### src/rtl/xrv_pkg.sv
// rtl/xrv_pkg.sv - shared types and defaults for the memory arbiter
package xrv_pkg;

    localparam int XRV_AW = 32;
    localparam int XRV_DW = 32;

    typedef enum logic [1:0] {
        IDLE    = 2'd0,
        LS_BUSY = 2'd1,
        IF_BUSY = 2'd2,
        IF_DROP = 2'd3
    } arb_state_t;

endpackage

### src/rtl/xrv_arb_wdog.sv
// rtl/xrv_arb_wdog.sv - ack watchdog: counts busy cycles, flags expiry on the last allowed cycle
module xrv_arb_wdog #(
    parameter int TIMEOUT_CYC = 255
) (
    input  logic clk,
    input  logic rstb,
    input  logic clr,
    input  logic busy,
    output logic expire
);

    localparam int CW = $clog2(TIMEOUT_CYC + 1);

    logic [CW-1:0] cnt;

    // cnt holds the number of busy cycles already spent, so expiry lands on busy cycle TIMEOUT_CYC
    assign expire = busy && (cnt == CW'(TIMEOUT_CYC - 1));

    // count busy cycles since the last issue; a fresh issue restarts the count
    always_ff @(posedge clk or negedge rstb) begin
        if (!rstb) begin
            cnt <= '0;
        end else if (clr) begin
            cnt <= '0;
        end else if (busy && !expire) begin
            cnt <= cnt + 1'b1;
        end
    end

endmodule

### src/rtl/xrv_mem_arb.sv
// rtl/xrv_mem_arb.sv - IF/LS arbiter for one shared memory bus; watchdog under XRV_ARB_TIMEOUT_EN
module xrv_mem_arb
    import xrv_pkg::*;
#(
    parameter int AW          = XRV_AW,
    parameter int DW          = XRV_DW,
    parameter int TIMEOUT_CYC = 255
) (
    input  logic            clk,
    input  logic            rstb,
    input  logic            flush,
    input  logic            if_req,
    input  logic [AW-1:0]   if_addr,
    output logic            if_gnt,
    output logic            if_rvalid,
    output logic [DW-1:0]   if_rdata,
    input  logic            ls_req,
    input  logic            ls_we,
    input  logic [DW/8-1:0] ls_be,
    input  logic [AW-1:0]   ls_addr,
    input  logic [DW-1:0]   ls_wdata,
    output logic            ls_gnt,
    output logic            ls_done,
    output logic [DW-1:0]   ls_rdata,
    output logic            mem_req,
    output logic            mem_we,
    output logic [DW/8-1:0] mem_be,
    output logic [AW-1:0]   mem_addr,
    output logic [DW-1:0]   mem_wdata,
    input  logic            mem_ack,
    input  logic [DW-1:0]   mem_rdata,
    output logic            bus_err
);

    arb_state_t    state;
    logic          busy;
    logic          ack_now;
    logic          abort;
    logic          arb_en;
    logic          pick_ls;
    logic          pick_if;
    logic [DW-1:0] ls_val;
    logic [DW-1:0] if_val;
    logic [DW-1:0] ls_rdata_q;
    logic [DW-1:0] if_rdata_q;

    assign busy    = (state != IDLE);
    assign ack_now = busy && mem_ack;

    // arbitration happens when idle or on the ack cycle; rstb gating keeps grants quiet during reset
    assign arb_en  = rstb && ((state == IDLE) || ack_now);
    assign pick_ls = arb_en && ls_req;
    assign pick_if = arb_en && !ls_req && if_req && !flush;

    assign ls_gnt  = pick_ls;
    assign if_gnt  = pick_if;

    // completion pulses come straight off the ack (or abort) so the pipeline sees them that cycle
    assign ls_done   = (state == LS_BUSY) && (ack_now || abort);
    assign if_rvalid = (state == IF_BUSY) && !flush && (ack_now || abort);

    // stores and aborted transfers return zero data
    assign ls_val = (abort || mem_we) ? '0 : mem_rdata;
    assign if_val = abort ? '0 : mem_rdata;

    // data is visible in the pulse cycle and held from the registers afterwards
    assign ls_rdata = ls_done   ? ls_val : ls_rdata_q;
    assign if_rdata = if_rvalid ? if_val : if_rdata_q;

`ifdef XRV_ARB_TIMEOUT_EN
    xrv_arb_wdog #(
        .TIMEOUT_CYC (TIMEOUT_CYC)
    ) u_wdog (
        .clk    (clk),
        .rstb   (rstb),
        .clr    (pick_ls || pick_if),
        .busy   (busy && !mem_ack),
        .expire (abort)
    );
    assign bus_err = abort;
`else
    localparam int timeout_unused = TIMEOUT_CYC;
    assign abort   = 1'b0;
    assign bus_err = 1'b0;
`endif

    // FSM: latch the winning command, hold mem_req until ack or abort, track flushed fetches
    always_ff @(posedge clk or negedge rstb) begin
        if (!rstb) begin
            state      <= IDLE;
            mem_req    <= 1'b0;
            mem_we     <= 1'b0;
            mem_be     <= '0;
            mem_addr   <= '0;
            mem_wdata  <= '0;
            ls_rdata_q <= '0;
            if_rdata_q <= '0;
        end else begin
            if (ls_done) begin
                ls_rdata_q <= ls_val;
            end
            if (if_rvalid) begin
                if_rdata_q <= if_val;
            end

            if (abort) begin
                state   <= IDLE;
                mem_req <= 1'b0;
            end else if (pick_ls) begin
                state     <= LS_BUSY;
                mem_req   <= 1'b1;
                mem_we    <= ls_we;
                mem_be    <= ls_be;
                mem_addr  <= ls_addr;
                mem_wdata <= ls_wdata;
            end else if (pick_if) begin
                state     <= IF_BUSY;
                mem_req   <= 1'b1;
                mem_we    <= 1'b0;
                mem_be    <= '1;
                mem_addr  <= if_addr;
                mem_wdata <= '0;
            end else if (arb_en) begin
                state   <= IDLE;
                mem_req <= 1'b0;
            end else if ((state == IF_BUSY) && flush) begin
                state <= IF_DROP;
            end
        end
    end

endmodule
### config.mk
export PLATFORM = sky130hd
export DESIGN_NAME = xrv_mem_arb
export DESIGN_NICKNAME = d
export VERILOG_FILES = /design/src/rtl/xrv_pkg.sv /design/src/rtl/xrv_arb_wdog.sv /design/src/rtl/xrv_mem_arb.sv
export SDC_FILE = /design/constraint.sdc
export NUM_CORES = 1
export LEC_CHECK = 0
export CORE_ASPECT_RATIO = 1.2
export CORE_MARGIN = 1.5
export CORE_UTILIZATION = 38
export DETAILED_ROUTE_END_ITERATION = 8
export HOLD_SLACK_MARGIN = 0.15
export PLACE_DENSITY = 0.82
export SKIP_LAST_GASP = 1
export SLEW_MARGIN = 20
export SYNTH_ARGS = -nofsm -noshare
export SYNTH_HDL_FRONTEND = slang
export SYNTH_SLANG_ARGS = --single-unit
### constraint.sdc
create_clock -name clk -period 1.63 [get_ports clk]
set_input_delay 0.326 -clock clk [delete_from_list [all_inputs] [get_ports clk]]
set_output_delay 0.326 -clock clk [all_outputs]
set_load 0.02 [all_outputs]
==> metrics.txt, run 1 <==
Detail Route Antenna Nets 0; Synth Area per Inst 12.21 um^2; GRT overflow 0; FF+latch count, synth 136; P_int 11.46 mW; initial core utilization 38.87%; CTS H-tree depth 4; Least-Margin Pin Slew 892.5 ps; I/O pin count between 200 and 300; Yosys warnings 0; final hold violations 0; largest family of logic cells by synthesized area compound AO/OA/AOI/OAI gates; Logic pwr share about 48%; CTS Sinks about 140; Core Box Area 15580 um^2; Yosys cell types 33; RSZ-0062 raised after global routing true; clock network power share 23.9%; vias in the first global route around 6400; slew margin rel. 40.50%; drt first pass iters 4; simple-gate share of the synthesized area between 10% and 20%; via count 6389; Worst R2R End ls_rdata_q[21]; failing checks setup timing; Min-Delay Path Class in -> async; crit path from state[0]; Sw Share 36.08%; WL/cell 25.87 um; sequential power share about 29%; post-synthesis cell count 496; CTS tree yes; total die area 16700 um^2; clk_lat worst skew 430 ps; Synth Area in Compound Gates slightly below 20%; Placed Cells 993; max-slew violation count 0; DRC viols 0; CTS max path bufs 2; CP startpoint kind register; CP max FO 17; Post-Synth Adder-Cell Area 0%; GRT Total Usage 29.44%; Die Y 141.3 um; Post-Route WL between 20000 and 30000 um; root buffer cell clkbuf_16; GPL Wtd Cong approximately 0.86; Synth Cell Area 6055 um^2; ANT cells 0; Pwr per Cell Area 1488 nW/um^2; filler cell count 848; reg-to-reg startpoint state[0]; reg2reg path depth 14; Clock Skews between 10 and 15 ps; HPWL reported at the end of detailed placement 13760 um; Peak VDD IR between 0.7 and 0.8 mV; Max Clk Rate between 0.4 and 0.5 GHz; Top FF cell, synth dfrtp_1; Initial DRC Count 499; Syn-to-layout area delta 98.88%; port bufs 276; largest cells by area after synthesis dfrtp_1 56%, nor2b_1 6.6%, a32o_1 5.5%; post-route total power between 15 and 20 mW; MaxCap Viol Count 0; Hold WS 160.1 ps; min Tclk post-route about 2400 ps; status finished with violations; critical path required time approximately 1300 ps; EDFF count, synth 0; post-synth top area cell dfrtp_1; Synth Area in XOR/XNOR 0%; Crit Path Class reg -> out; global-route wire length before repair 37200 um; sequential fraction of the synthesis area between 50 and 60%; routed vias/inst about 5.7; Core Rows 50; Mapped Nets 635; mux contribution to synthesized area 5.952%; pin count of the biggest net entering global routing 67; Horiz. Die Dim 118.2 um; Setup WS post-layout -816.6 ps; Reg clk slew, reported paths 70 ps; Worst setup EP type output pin; share of the synthesized area in the top cell type 56.21%; initial antenna violation count 1; Post-synth ARST share 100.0%; TritonCTS Buffers 17; setup slack, reg-to-reg -550 ps; share of cells above drive strength 1 38.30%; final period utilization 150.1%; nets 1045; CP endpoint if_rdata[0]; final number of setup-violating endpoints 239; Psw between 6 and 7 mW; arrival time of the worst setup path ~2100 ps; non-filler cells, final 1127; Pleak roughly 5.4 nW
==> registers in the layout, summed over array words and instances, names as in the netlist <==
name        flops
state           2
mem_addr       32
ls_rdata_q     32
mem_req         1
if_rdata_q     32
mem_be          4
mem_we          1
mem_wdata      32
==> how the worst min path moves through the flow <==
| stage | startpoint | end | slack, ps | cells past startpoint |
|---|---|---|---|---|
| after detailed placement | rstb | mem_addr[7] | 340 | 2 |
| after floorplan | rstb | if_rdata_q[0] | 30 | 0 |
| after CTS | rstb | ls_rdata_q[28] | 160 | 2 |
| after global placement | rstb | mem_addr[7] | 330 | 2 |
| final | rstb | ls_rdata_q[19] | 160 | 2 |
| after global routing | rstb | ls_rdata_q[28] | 230 | 2 |
==> per-layer routing <==
metal | up-vias | GRT usage [%] | wire, um
met5 | - | 0 | 0
met2 | 394 | 50.52 | 14710
met4 | 0 | 14.76 | 1341
met1 | 3256 | 33.81 | 11160
met3 | 95 | 8.240 | 1948
li1 | 2644 | - | -
==> metrics by stage <==
step | utilization [%] | setup WS, ps | instance area (um^2) | TNS [ps]
2_1_floorplan | - | -165.4 | 6220 | -2799
3_5_place_dp | 60.71 | -949.9 | 9458 | -113330
6_report | 77.30 | -816.6 | 12040 | -79530
4_1_cts | 72.74 | -752.7 | 11330 | -62360
3_3_place_gp | 60.71 | -895.6 | 9458 | -104870
5_1_grt | 77.30 | -827.2 | 12040 | -84380
==> area by class of cell <==
| cell class | count | area [um^2] | share of cell area (%) |
|---|---|---|---|
| clock inverter | 13 | 195.2 | 1.621 |
| multi-input combinational | 310 | 3090 | 25.67 |
| tap | 208 | 260.3 | 2.161 |
| timing repair buffer | 437 | 4631 | 38.46 |
| inverter | 4 | 17.52 | 0.1455 |
| sequential | 136 | 3405 | 28.27 |
| clock buffer | 19 | 442.9 | 3.678 |
==> cell usage after synthesis (2+ instances only) <==
| library cell | n |
|---|---|
| inv_1 | 3 |
| mux2_1 | 29 |
| o21ai_0 | 31 |
| clkbuf_1 | 17 |
| o21ai_1 | 2 |
| a32o_1 | 33 |
| nand2_1 | 32 |
| nand2b_1 | 33 |
| buf_2 | 12 |
| a221o_1 | 32 |
| a22o_1 | 33 |
| dfrtp_1 | 136 |
| buf_4 | 5 |
| o22a_1 | 4 |
| nor2b_1 | 64 |
| mux2_2 | 3 |
| buf_6 | 11 |
==> power groups by stage <==
| stage | combinational (mW) | clock (mW) | sequential [mW] |
|---|---|---|---|
| 4_1_cts | 7.40 | 4.20 | 4.98 |
| 6_report | 8.52 | 4.28 | 5.13 |
| 2_1_floorplan | 2.59 | 0 | 5.27 |
| 5_1_grt | 8.77 | 4.45 | 5.20 |
| 3_5_place_dp | 6.26 | 0 | 4.89 |
| 3_3_place_gp | 6.12 | 0 | 4.84 |
==> placed cells by master (no fill, tap or decap), drive strengths merged <==
cell	n
nand2	33
nor2	1
nand2b	33
bufinv	4
a221o	32
o22a	4
clkinv	5
conb	1
a32o	33
and3b	1
o21ba	1
a21o	1
nand3	1
a22o	33
a21oi	1
a211o	1
buf	200
dlygate4sd2	17
o21bai	1
clkdlybuf4s15	3
clkinvlp	2
dfrtp	136
and4bb	1
clkdlybuf4s50	204
a211oi	1
nand3b	1
nor3	1
mux2	32
o21ai	33
clkbuf	31
nor2b	64
dlymetal6s4s	1
inv	6
==> worst max-delay path, cell delays in order (launching register included) <==
cell           delay (ps)
dfrtp_1               420
and4bb_4              380
buf_12                200
mux2_2                370
dlygate4sd2_1         330
==> logic make-up (layout without fill, tap and decap cells) <==
logic type,after synthesis,in the layout
buffers and inverters,50,473
flip-flops,136,136
multiplexers,32,32
other,1,1
AO/OA/AOI/OAI,141,141
AND/OR/NAND/NOR,136,136
==> what timing repair did <==
| action | 4_1_cts | 5_1_grt |
|---|---|---|
| pin swaps | 31 | 25 |
| resized for setup | 414 | 105 |
| hold buffers | 1 | 0 |
| buffers inserted | 39 | 46 |
| gates cloned | 11 | 6 |
| endpoints found under the hold margin | 70 | 0 |
| endpoints found under the setup margin | 203 | 214 |
Note: power is estimated with default switching activity, not from simulation.
==> run 2: changes to the inputs <==
HOLD_SLACK_MARGIN = 0.08   (was 0.15)
SKIP_CTS_REPAIR_TIMING = 1   (was unset)
==> metrics.txt, run 2 (synthesis gave the netlist of run 1 again) <==
multi-input logic area 2806 um^2 (-9.2%); CP startpoint kind register; CP max-delay cell dfrtp_1; Max Clk Rate 0.4188 GHz (+2.5%); routed wire length on met3 1671 um (-14%); Detail Route Antenna Nets 0 (unchanged); register area 3405 um^2 (unchanged); initial core utilization 38.87% (unchanged); reg2reg path depth 8 (-6); max-slew violation count 0 (unchanged); post-route cell area 11430 um^2 (-5.1%); Post-Route WL 25200 um (-14%); arrival time of the worst setup path 2060 ps (-60 ps); setup slack, reg-to-reg -250 ps (+300 ps); highest routed layer met4; WL/cell 23.07 um (-11%); share of cells above drive strength 1 35.41% (-2.9 points); nets 1010 (-3.3%); CP endpoint ls_rdata[23]; worst slack, placed -949.9 ps (unchanged); RSZ-0062 raised after global routing true; GRT overflow 0 (unchanged); Core Box Area 15580 um^2 (unchanged); post-route setup TNS -57120 ps (+22410 ps); port bufs 276 (unchanged); Crit Path Class reg -> out; I/O pin count 278 (unchanged); Core Rows 50 (unchanged); TritonCTS Buffers 17 (unchanged); slew margin rel. 43.71% (+3.2 points); final number of setup-violating endpoints 168 (-30%); via count 5970 (-6.6%); total die area 16700 um^2 (unchanged); Placed Cells 993 (unchanged); DRC viols 0 (unchanged); reg-to-reg startpoint state[1]; status finished with violations; worst path cell trace nand3b_1, buf_12, o21ai_0, dlymetal6s2s_1; CTS tree yes; met2 routed WL 13050 um (-11%); CTS H-tree depth 4 (unchanged); drt first pass iters 4 (unchanged); crit path from state[1]; Worst R2R End mem_addr[26]; Pwr per Cell Area 1478 nW/um^2 (-0.73%); CP max FO 28 (+11); clk_lat worst skew 430 ps (about the same); ANT cells 0 (unchanged); Syn-to-layout area delta 88.74%; MaxCap Viol Count 0 (unchanged); Area after DPL 9458 um^2 (unchanged); failing checks setup timing; Initial DRC Count 448 (-10%); Horiz. Die Dim 118.2 um (unchanged); Least-Margin Pin Slew 844.3 ps (-48.20 ps); vias in the first global route 5625 (-12%); routed vias/inst 5.467 (-3.6%); GRT Total Usage 23.22% (-6.2 points); slowest stage delay, CP 420 ps (about the same); Clock Skews 11.85 ps (-0.0001000 ps); final hold violations 0 (unchanged); Peak VDD IR 0.6492 mV (-11%); Die Y 141.3 um (unchanged); pin count of the biggest net entering global routing 67 (unchanged); initial antenna violation count 0 (-1); commonest cells after routing, fill and taps aside 135 x dfrtp_1, 135 x clkdlybuf4s50_1, 96 x buf_4; min Tclk post-route 2388 ps (-58.84 ps); Setup WS post-layout -757.8 ps (+58.84 ps); global-route wire length before repair 30370 um (-18%); root buffer cell clkbuf_16; Hold WS 55.14 ps (-105.0 ps); Pleak 5.819 nW (+7.7%); Reg clk slew, reported paths 60 ps (about the same); final period utilization 146.5% (-3.6 points); HPWL reported at the end of detailed placement 13760 um (unchanged); CTS max path bufs 2 (unchanged); post-route total power 16.89 mW (-5.8%); fin util 73.36% (-3.9 points); Worst setup EP type output pin; non-filler cells, final 1092 (-3.1%); CTS Sinks 136 (unchanged); M1 WL 9671 um (-13%); filler cell count 931 (+9.8%); GPL Wtd Cong 0.8606 (unchanged); Min-Delay Path Class in -> async; critical path required time 1300 ps (about the same)
[run 2: layout make-up]
cell class	instances	share of cell area, %
sequential	136	29.79
clock buffer	19	3.876
multi-input combinational	310	24.56
tap	208	2.277
timing repair buffer	402	37.61
clock inverter	13	1.708
inverter	4	0.1752
[run 2: worst max-delay path, delay by kind of cell (launching register included)]
family,cells,cell delay [ps]
buffers and inverters,2,570
DFF,1,420
AOI/OAI and AO/OA,1,350
and+or+nand+nor,1,290
[run 2: worst min path at each step]
stage | to | slack (ps) | depth (start not counted)
3_5_place_dp | mem_addr[7] | 340 | 2
6_report | mem_addr[9] | 60 | 2
4_1_cts | mem_addr[3] | -110 | 2
2_1_floorplan | if_rdata_q[0] | 30 | 0
5_1_grt | mem_req | 90 | 2
3_3_place_gp | mem_addr[7] | 330 | 2
[run 2: report_power, final]
group / leakage, nW / internal, mW / total, mW / switching [mW]
clock network: 0.306 / 2.62 / 4.19 / 1.57
logic: 3.83 / 4.06 / 7.69 / 3.63
registers: 1.69 / 4.37 / 5.00 / 0.629
total: 5.82 / 11.1 / 16.9 / 5.83
[run 2: metal layers]
metal | vias up | GRT usage [%]
met2 | 323 | 39.72
li1 | 2569 | -
met3 | 64 | 6.471
met5 | - | 0
met4 | 0 | 9.243
met1 | 3014 | 27.75
==> run 3: changes to the inputs <==
CAP_MARGIN = 20   (was unset)
SLEW_MARGIN = 30   (was 20)
==> results of run 3 <==
Same layout as run 2: the final DEF is identical, and so are final timing and power.
